==> src/rtl/uart_frame_receiver_pkg.sv <==
// Shared UART frame constants and byte FSM state encoding.
// Both the transmit and receive frame paths use these definitions.
package uart_frame_receiver_pkg;

    localparam int unsigned DEF_CLKS_PER_BIT    = 32'd1085;
    localparam int unsigned DEF_BYTES_PER_FRAME = 32'd6144;
    localparam int unsigned DEF_ADDR_WIDTH      = 32'd15;
    localparam int unsigned DEF_TIMEOUT_CLKS    = 32'd625010;

    typedef enum logic [1:0] {
        ST_IDLE  = 2'd0,
        ST_START = 2'd1,
        ST_DATA  = 2'd2,
        ST_STOP  = 2'd3
    } rx_state_e;

endpackage

==> src/rtl/uart_frame_receiver_if.sv <==
// Serial input and frame buffer write port of the UART frame receiver.
// slave: the receiver itself; master: the host/RAM side.
interface uart_frame_receiver_if
    import uart_frame_receiver_pkg::*;
#(
    parameter int unsigned ADDR_WIDTH = DEF_ADDR_WIDTH
);
    logic                  i_RX;
    logic                  i_Enable;
    logic [7:0]            o_Wr_Data;
    logic [ADDR_WIDTH-1:0] o_Wr_Addr;
    logic                  o_Wr_En;
    logic                  o_Frame_Done;
    logic                  o_Frame_Error;
    logic                  o_Busy;

    modport slave (
        input  i_RX,
        input  i_Enable,
        output o_Wr_Data,
        output o_Wr_Addr,
        output o_Wr_En,
        output o_Frame_Done,
        output o_Frame_Error,
        output o_Busy
    );

    modport master (
        output i_RX,
        output i_Enable,
        input  o_Wr_Data,
        input  o_Wr_Addr,
        input  o_Wr_En,
        input  o_Frame_Done,
        input  o_Frame_Error,
        input  o_Busy
    );
endinterface

==> src/rtl/uart_frame_receiver_rx_byte.sv <==
// 8N1 UART byte receiver: 2-flop RX synchroniser plus IDLE/START/DATA/STOP FSM.
// byte_valid and frame_err are single-cycle strobes decoded at the stop-bit
// sample; rx_byte is stable while they are asserted.
module uart_rx_byte
    import uart_frame_receiver_pkg::*;
#(
    parameter int unsigned CLKS_PER_BIT = DEF_CLKS_PER_BIT
) (
    input  logic       Clk,
    input  logic       i_Rst,
    input  logic       rx,
    output logic [7:0] rx_byte,
    output logic       byte_valid,
    output logic       frame_err,
    output rx_state_e  state
);
    localparam int unsigned CNT_W = (CLKS_PER_BIT > 32'd1) ? $clog2(CLKS_PER_BIT) : 32'd1;
    localparam logic [CNT_W-1:0] CNT_HALF = CNT_W'(CLKS_PER_BIT / 32'd2);
    localparam logic [CNT_W-1:0] CNT_LAST = CNT_W'(CLKS_PER_BIT - 32'd1);

    logic             sync1_r, sync2_r;
    rx_state_e        state_r, state_s;
    logic [CNT_W-1:0] cnt_r, cnt_s;
    logic [2:0]       bit_idx_r, bit_idx_s;
    logic [7:0]       shift_r, shift_s;
    logic             byte_valid_s, frame_err_s;

    // Two-flop synchroniser for the asynchronous serial line (idle high).
    always_ff @(posedge Clk or posedge i_Rst) begin
        if (i_Rst) begin
            sync1_r <= 1'b1;
            sync2_r <= 1'b1;
        end else begin
            sync1_r <= rx;
            sync2_r <= sync1_r;
        end
    end

    // Byte FSM state, bit-timing counter, bit index and shift register.
    always_ff @(posedge Clk or posedge i_Rst) begin
        if (i_Rst) begin
            state_r   <= ST_IDLE;
            cnt_r     <= '0;
            bit_idx_r <= 3'd0;
            shift_r   <= 8'h00;
        end else begin
            state_r   <= state_s;
            cnt_r     <= cnt_s;
            bit_idx_r <= bit_idx_s;
            shift_r   <= shift_s;
        end
    end

    // Next-state logic: mid-bit start check, end-of-bit data/stop sampling.
    always_comb begin
        state_s      = state_r;
        cnt_s        = cnt_r;
        bit_idx_s    = bit_idx_r;
        shift_s      = shift_r;
        byte_valid_s = 1'b0;
        frame_err_s  = 1'b0;
        case (state_r)
            ST_IDLE: begin
                cnt_s = '0;
                if (!sync2_r) begin
                    state_s = ST_START;
                end else begin
                    state_s = ST_IDLE;
                end
            end
            ST_START: begin
                if (cnt_r == CNT_HALF) begin
                    cnt_s     = '0;
                    bit_idx_s = 3'd0;
                    if (!sync2_r) begin
                        state_s = ST_DATA;
                    end else begin
                        state_s = ST_IDLE;
                    end
                end else begin
                    cnt_s = cnt_r + CNT_W'(1);
                end
            end
            ST_DATA: begin
                if (cnt_r == CNT_LAST) begin
                    cnt_s   = '0;
                    shift_s = {sync2_r, shift_r[7:1]};
                    if (bit_idx_r == 3'd7) begin
                        state_s = ST_STOP;
                    end else begin
                        bit_idx_s = bit_idx_r + 3'd1;
                    end
                end else begin
                    cnt_s = cnt_r + CNT_W'(1);
                end
            end
            ST_STOP: begin
                if (cnt_r == CNT_LAST) begin
                    cnt_s   = '0;
                    state_s = ST_IDLE;
                    if (sync2_r) begin
                        byte_valid_s = 1'b1;
                    end else begin
                        frame_err_s = 1'b1;
                    end
                end else begin
                    cnt_s = cnt_r + CNT_W'(1);
                end
            end
            default: begin
                state_s = ST_IDLE;
                cnt_s   = '0;
            end
        endcase
    end

    assign rx_byte    = shift_r;
    assign byte_valid = byte_valid_s;
    assign frame_err  = frame_err_s;
    assign state      = state_r;

endmodule

==> src/rtl/uart_frame_receiver.sv <==
// UART frame receiver: writes each received byte into a frame buffer RAM,
// pulses o_Frame_Done after the last byte of a frame, o_Frame_Error on a
// framing error. Optional mid-frame idle timeout: define UART_FRAME_TIMEOUT_EN.
module uart_frame_receiver
    import uart_frame_receiver_pkg::*;
#(
    parameter int unsigned CLKS_PER_BIT    = DEF_CLKS_PER_BIT,
    parameter int unsigned BYTES_PER_FRAME = DEF_BYTES_PER_FRAME,
    parameter int unsigned ADDR_WIDTH      = DEF_ADDR_WIDTH,
    parameter int unsigned TIMEOUT_CLKS    = DEF_TIMEOUT_CLKS
) (
    input logic                  Clk,
    input logic                  i_Rst,
    uart_frame_receiver_if.slave bus
);
    localparam logic [ADDR_WIDTH-1:0] LAST_ADDR = ADDR_WIDTH'(BYTES_PER_FRAME - 32'd1);

    logic [7:0]            rx_byte_s;
    logic                  byte_valid_s;
    logic                  frame_err_s;
    rx_state_e             rx_state_s;
    logic                  timeout_hit_s;

    logic [ADDR_WIDTH-1:0] addr_r, addr_s;
    logic [7:0]            wr_data_r, wr_data_s;
    logic                  wr_en_r, wr_en_s;
    logic                  done_r, done_s;
    logic                  err_r, err_s;
    logic                  busy_r, busy_s;

    uart_rx_byte #(
        .CLKS_PER_BIT (CLKS_PER_BIT)
    ) u_rx_byte (
        .Clk        (Clk),
        .i_Rst      (i_Rst),
        .rx         (bus.i_RX),
        .rx_byte    (rx_byte_s),
        .byte_valid (byte_valid_s),
        .frame_err  (frame_err_s),
        .state      (rx_state_s)
    );

`ifdef UART_FRAME_TIMEOUT_EN
    logic [31:0] idle_cnt_r;

    // Idle counter: runs only with a partial frame pending and the line idle.
    always_ff @(posedge Clk or posedge i_Rst) begin
        if (i_Rst) begin
            idle_cnt_r <= 32'd0;
        end else if ((rx_state_s != ST_IDLE) || (addr_r == '0) || timeout_hit_s) begin
            idle_cnt_r <= 32'd0;
        end else begin
            idle_cnt_r <= idle_cnt_r + 32'd1;
        end
    end

    assign timeout_hit_s = (rx_state_s == ST_IDLE) && (addr_r != '0) &&
                           (idle_cnt_r == (TIMEOUT_CLKS - 32'd1));
`else
    assign timeout_hit_s = 1'b0;
`endif

    // Writer: strobe, address advance/wrap, done and error pulses, busy flag.
    always_comb begin
        wr_data_s = wr_data_r;
        wr_en_s   = 1'b0;
        if (byte_valid_s && bus.i_Enable) begin
            wr_en_s   = 1'b1;
            wr_data_s = rx_byte_s;
        end else begin
            wr_en_s   = 1'b0;
        end

        done_s = wr_en_r && (addr_r == LAST_ADDR);
        err_s  = frame_err_s || timeout_hit_s;

        // Error, timeout and enable drop all abandon the frame in progress.
        if (err_s || !bus.i_Enable) begin
            addr_s = '0;
        end else if (wr_en_r) begin
            if (addr_r == LAST_ADDR) begin
                addr_s = '0;
            end else begin
                addr_s = addr_r + ADDR_WIDTH'(1);
            end
        end else begin
            addr_s = addr_r;
        end

        busy_s = (rx_state_s != ST_IDLE) || (addr_r != '0);
    end

    // Output and address registers.
    always_ff @(posedge Clk or posedge i_Rst) begin
        if (i_Rst) begin
            addr_r    <= '0;
            wr_data_r <= 8'h00;
            wr_en_r   <= 1'b0;
            done_r    <= 1'b0;
            err_r     <= 1'b0;
            busy_r    <= 1'b0;
        end else begin
            addr_r    <= addr_s;
            wr_data_r <= wr_data_s;
            wr_en_r   <= wr_en_s;
            done_r    <= done_s;
            err_r     <= err_s;
            busy_r    <= busy_s;
        end
    end

    assign bus.o_Wr_Data     = wr_data_r;
    assign bus.o_Wr_Addr     = addr_r;
    assign bus.o_Wr_En       = wr_en_r;
    assign bus.o_Frame_Done  = done_r;
    assign bus.o_Frame_Error = err_r;
    assign bus.o_Busy        = busy_r;

endmodule

==> src/flat_wrapper.sv <==
// flat-port wrapper written by rule: the top's interface ports become plain ports
module uart_frame_receiver_flat import uart_frame_receiver_pkg::*;
#(
    parameter int unsigned CLKS_PER_BIT    = DEF_CLKS_PER_BIT,
    parameter int unsigned BYTES_PER_FRAME = DEF_BYTES_PER_FRAME,
    parameter int unsigned ADDR_WIDTH      = DEF_ADDR_WIDTH,
    parameter int unsigned TIMEOUT_CLKS    = DEF_TIMEOUT_CLKS
)
  (Clk, i_Rst, bus_i_RX, bus_i_Enable, bus_o_Wr_Data, bus_o_Wr_Addr, bus_o_Wr_En, bus_o_Frame_Done, bus_o_Frame_Error, bus_o_Busy);
  uart_frame_receiver_if #(.ADDR_WIDTH(ADDR_WIDTH)) bus_i ();
  input logic Clk;
  input logic i_Rst;
  input wire logic [$bits(bus_i.i_RX)-1:0] bus_i_RX;
  input wire logic [$bits(bus_i.i_Enable)-1:0] bus_i_Enable;
  output wire logic [$bits(bus_i.o_Wr_Data)-1:0] bus_o_Wr_Data;
  output wire logic [$bits(bus_i.o_Wr_Addr)-1:0] bus_o_Wr_Addr;
  output wire logic [$bits(bus_i.o_Wr_En)-1:0] bus_o_Wr_En;
  output wire logic [$bits(bus_i.o_Frame_Done)-1:0] bus_o_Frame_Done;
  output wire logic [$bits(bus_i.o_Frame_Error)-1:0] bus_o_Frame_Error;
  output wire logic [$bits(bus_i.o_Busy)-1:0] bus_o_Busy;
  assign bus_i.i_RX = bus_i_RX;
  assign bus_i.i_Enable = bus_i_Enable;
  assign bus_o_Wr_Data = bus_i.o_Wr_Data;
  assign bus_o_Wr_Addr = bus_i.o_Wr_Addr;
  assign bus_o_Wr_En = bus_i.o_Wr_En;
  assign bus_o_Frame_Done = bus_i.o_Frame_Done;
  assign bus_o_Frame_Error = bus_i.o_Frame_Error;
  assign bus_o_Busy = bus_i.o_Busy;
  uart_frame_receiver #(.CLKS_PER_BIT(CLKS_PER_BIT), .BYTES_PER_FRAME(BYTES_PER_FRAME), .ADDR_WIDTH(ADDR_WIDTH), .TIMEOUT_CLKS(TIMEOUT_CLKS)) u_core (.Clk(Clk), .i_Rst(i_Rst), .bus(bus_i));
endmodule
==> config.mk <==
export PLATFORM = sky130hd
export DESIGN_NAME = uart_frame_receiver_flat
export DESIGN_NICKNAME = d
export VERILOG_FILES = /design/src/rtl/uart_frame_receiver_pkg.sv /design/src/rtl/uart_frame_receiver_if.sv /design/src/rtl/uart_frame_receiver_rx_byte.sv /design/src/rtl/uart_frame_receiver.sv /design/src/flat_wrapper.sv
export SDC_FILE = /design/constraint.sdc
export NUM_CORES = 1
export LEC_CHECK = 0
export CAP_MARGIN = 25
export CORE_AREA = 3 3 72 74
export DETAILED_ROUTE_END_ITERATION = 8
export DIE_AREA = 0 0 75 77
export DONT_BUFFER_PORTS = 1
export GPL_TIMING_DRIVEN = 0
export PLACE_DENSITY = 0.74
export SYNTH_ARGS = -nofsm -noshare
export SYNTH_HDL_FRONTEND = slang
export SYNTH_SLANG_ARGS = --single-unit
==> constraint.sdc <==
create_clock -name Clk -period 2.8 [get_ports Clk]
set_clock_uncertainty 0.15 [all_clocks]
set_input_delay 0.56 -clock Clk [delete_from_list [all_inputs] [get_ports Clk]]
set_output_delay 0.56 -clock Clk [all_outputs]
set_load 0.01 [all_outputs]
==> impl_results.md <==
- Status: finished clean
- Dominant synthesized flop cell: dfrtp_1
- Arr. time, crit path: between 2000 and 2500 ps
- Final Net Count: approximately 260
- Crit end category: flop
- Relative slew slack: 62.8%
- Placeable Area: between 4000 and 5000 µm²
- Diodes inserted: 0
- GRT overflow: 0
- Flop pwr share: 57.8%
- Routed Antenna Nets: 0
- Fin. max-slew vios: 0
- Synth Area in Adders: under 10%
- TritonCTS clock tree: yes
- PwrDens: 479 nW/µm²
- Met1 WL: ~2.2 mm
- Fin crit period: 2290 ps
- Simple logic cell fraction of the synthesized area: 21.6%
- Chip width: 75 µm
- Worst Tran Pin Value: 553 ps
- # port buffers: 0
- Net Sw Frac: 20.2%
- Final routed DRC violation total: 0
- Most area-consuming cells after synthesis: dfrtp_1 50%, mux2_2 7.4%, ha_1 3.4%
- Clock transition at the registers of the reported paths: 90 ps
- Sink Count: 53
- Combinational Power Share: 2.2%
- Peak VDD IR: slightly below 0.0005 V
- Clock Latency Late Sink: 310 ps
- WL met3: 279 µm
- Area share of the largest cell type after synthesis: 49.6%
- Post-synth cell types: 44
- Initial core utilization: 55.2%
- Drt first pass iters: 4
- Final HPWL DP: 3.46 mm
- Initial DRC count: 189
- Global-route wire length before repair: 8.20 mm
- Worst min-delay path class: in -> reg
- Sequential share of the synthesized area: roughly 52%
- CTS Root Cell: clkbuf_8
- Max layer used: met4
- Worst setup SP type: flop
- XOR/XNOR Fraction of Synth Area: 4.08%
- Setup TNS: 0 ps
- Syn Nets: 247
- Die height: 77 µm
- Layout cells sized above 1: between 10% and 20%
- WL/cell: 15.9 µm
- Final WL: 4.76 mm
- P_sw: 270 µW
- Post-synth EDFFs: 0
- Critical-path top delay cell: dfrtp_1
- RePlAce Congestion: 0.798
- RSZ-0062 raised after global routing: false
- Synth Area in Compound Gates: under 10%
- Fraction of synthesis flops using an asynchronous set or reset pin: 100%
- Worst Path Buf+Inv: 2
- Final hold violation count: 0
- WP data required: 2820 ps
- Crit Path Category: reg -> reg
- Slowest stage delay, CP: 420 ps
- CTS Buffer Depth: 2
- CTS buffer count: 5
- Post-synthesis instance total: 236
- Tcrit/Tclk final: 81.8%
- Finish-stage setup viols: 0
- Clock network power share: 39.9%
- Internal power: 1.07 mW
- Vias per std cell: 6.03
- H-tree depth: 2
- Mapped Avg Cell Area: 10.9 µm²
- Via count: 1,808
- Final setup margin: 508 ps
- Largest net degree at the start of global routing: 40
- Synth cell count leaders: 51 x dfrtp_1, 23 x nor2_1, 17 x mux2_2
- Die area: 5780 µm²
- Pre-CTS setup slack: 520 ps
- Num rows: 25
- Initial antenna violation count: 0
- GRT Overall Usage: approximately 18%
- Max Cap Violations: 0
- Largest family of logic cells by synthesized area: simple AND/OR/NAND/NOR gates
- Vias in the first global route: roughly 1,700
- Count leader, synth: dfrtp_1
- Area growth syn-to-layout: 8.46%
- Worst-path maximum fanout: 10
- Yosys warns: 0
- Dominant cell type by area after synthesis: dfrtp_1
- Synth Register Bits: 53
- Multiplexer area fraction after synthesis: 7.83%
- Metal2 WL: 2.30 mm
- Mapped cell area: 2570 µm²
- Peak Freq: approximately 0.44 GHz
- Leakage: 1.21 nW
- Worst-path cell chain: inv_1, ha_1, nor4bb_1, a41oi_1, mux2i_1, clkbuf_1, nor2_1
- Boundary Pins: 31
- CP delay by family, top: simple AND/OR/NAND/NOR gates
==> through the flow <==
step,power [mW],cells,util [%],instance area (µm²),hold slack [ps]
after global routing,1.39,300,59.9,2790,75.2
after CTS,1.35,300,59.9,2790,85.5
after floorplan,0.807,236,-,2570,195
after detailed placement,0.819,291,57.1,2660,204
after global placement,0.814,290,56.7,2640,197
final,1.34,300,59.9,2790,94.5
==> routing by layer <==
| metal | global-route usage [%] | vias up |
|---|---|---|
| li1 | - | 875 |
| met1 | 24.6 | 890 |
| met2 | 27.6 | 39 |
| met3 | 6.82 | 4 |
| met4 | 3.74 | 0 |
| met5 | 0 | - |
==> flip-flops by register name, indices dropped and copies added (netlist names), named ones only <==
name / cells
u_core.bus.o_Frame_Error: 1
u_core.u_rx_byte.state: 1
u_core.bus.o_Frame_Done: 1
u_core.bus.o_Wr_Data: 8
u_core.bus.o_Wr_En: 1
u_core.u_rx_byte.cnt_r: 11
u_core.bus.o_Busy: 1
u_core.u_rx_byte.rx_byte: 8
u_core.u_rx_byte.sync1_r: 1
u_core.bus.o_Wr_Addr: 15
u_core.u_rx_byte.sync2_r: 1
u_core.u_rx_byte.bit_idx_r: 3
==> worst paths after layout <==
kind                       slack, ps                      start  cells past startpoint                   endpoint
max                              510  u_core.u_rx_byte.cnt_r[0]                      7  u_core.u_rx_byte.cnt_r[8]
min                               90                   bus_i_RX                      0   u_core.u_rx_byte.sync1_r
max reg2reg                      510  u_core.u_rx_byte.cnt_r[0]                      7  u_core.u_rx_byte.cnt_r[8]
min reg2reg                      210   u_core.u_rx_byte.sync1_r                      0   u_core.u_rx_byte.sync2_r
max in group asynchronous       1460                      i_Rst                      3  u_core.u_rx_byte.state[0]
min in group asynchronous        520                      i_Rst                      2    u_core.bus.o_Wr_Data[7]
==> cell usage in the layout, fill, tap and decap left out, drive strengths merged <==
cell / instances
xnor2: 8
nor2b: 3
inv: 10
or3b: 1
a22o: 2
dfstp: 2
nor2: 25
bufinv: 1
nand3: 16
a21oi: 7
nor4: 6
and3b: 2
o21ai: 10
and4: 1
o41ai: 1
clkinvlp: 1
mux2: 17
a31oi: 2
nor4b: 3
nand3b: 1
and3: 2
xor2: 4
dlygate4sd3: 1
nor3: 11
nand2: 8
or3: 5
o31a: 1
or4: 3
nor4bb: 1
buf: 7
clkbuf: 10
nand4: 9
dfrtp: 51
a41o: 1
a41oi: 2
mux2i: 1
a32o: 3
ha: 7
==> power by group through the flow <==
stage	Combinational [mW]	Clock, mW	Sequential (mW)
finish	0.0297	0.534	0.774
global route	0.0342	0.581	0.775
CTS	0.0311	0.546	0.774
detailed placement	0.0300	0	0.789
global placement	0.0258	0	0.789
floorplan	0.0198	0	0.787
==> cell type report <==
type	instances	area [µm²]
Fill cell	385	1870
Sequential cell	53	1330
Multi-Input combinational cell	163	1140
Clock buffer	6	82.6
Tap cell	54	67.6
Buffer	10	66.3
Clock inverter	2	37.5
Inverter	10	37.5
Timing Repair Buffer	2	30.0
==> worst reg2reg max path: stages (launching register included) <==
cell and delay (ps):
dfrtp_1 420, inv_1 90, ha_1 130, nor4bb_1 420, a41oi_1 210, mux2i_1 200
clkbuf_1 390, nor2_1 140
==> kinds of logic after synthesis <==
family / count (synthesis)
buffers and inverters: 20
xor gates and xnor gates: 12
DFF: 53
adders and majority gates: 7
AOI/OAI and AO/OA: 29
muxes: 18
and+or+nand+nor: 97
==> what timing repair did <==
action | CTS | global route
endpoints found under the hold margin | 12 | 0
buffers inserted | 0 | 0
hold buffers | 1 | 0
gates resized for setup | 0 | 0
Note: power is estimated with default switching activity, not from simulation.
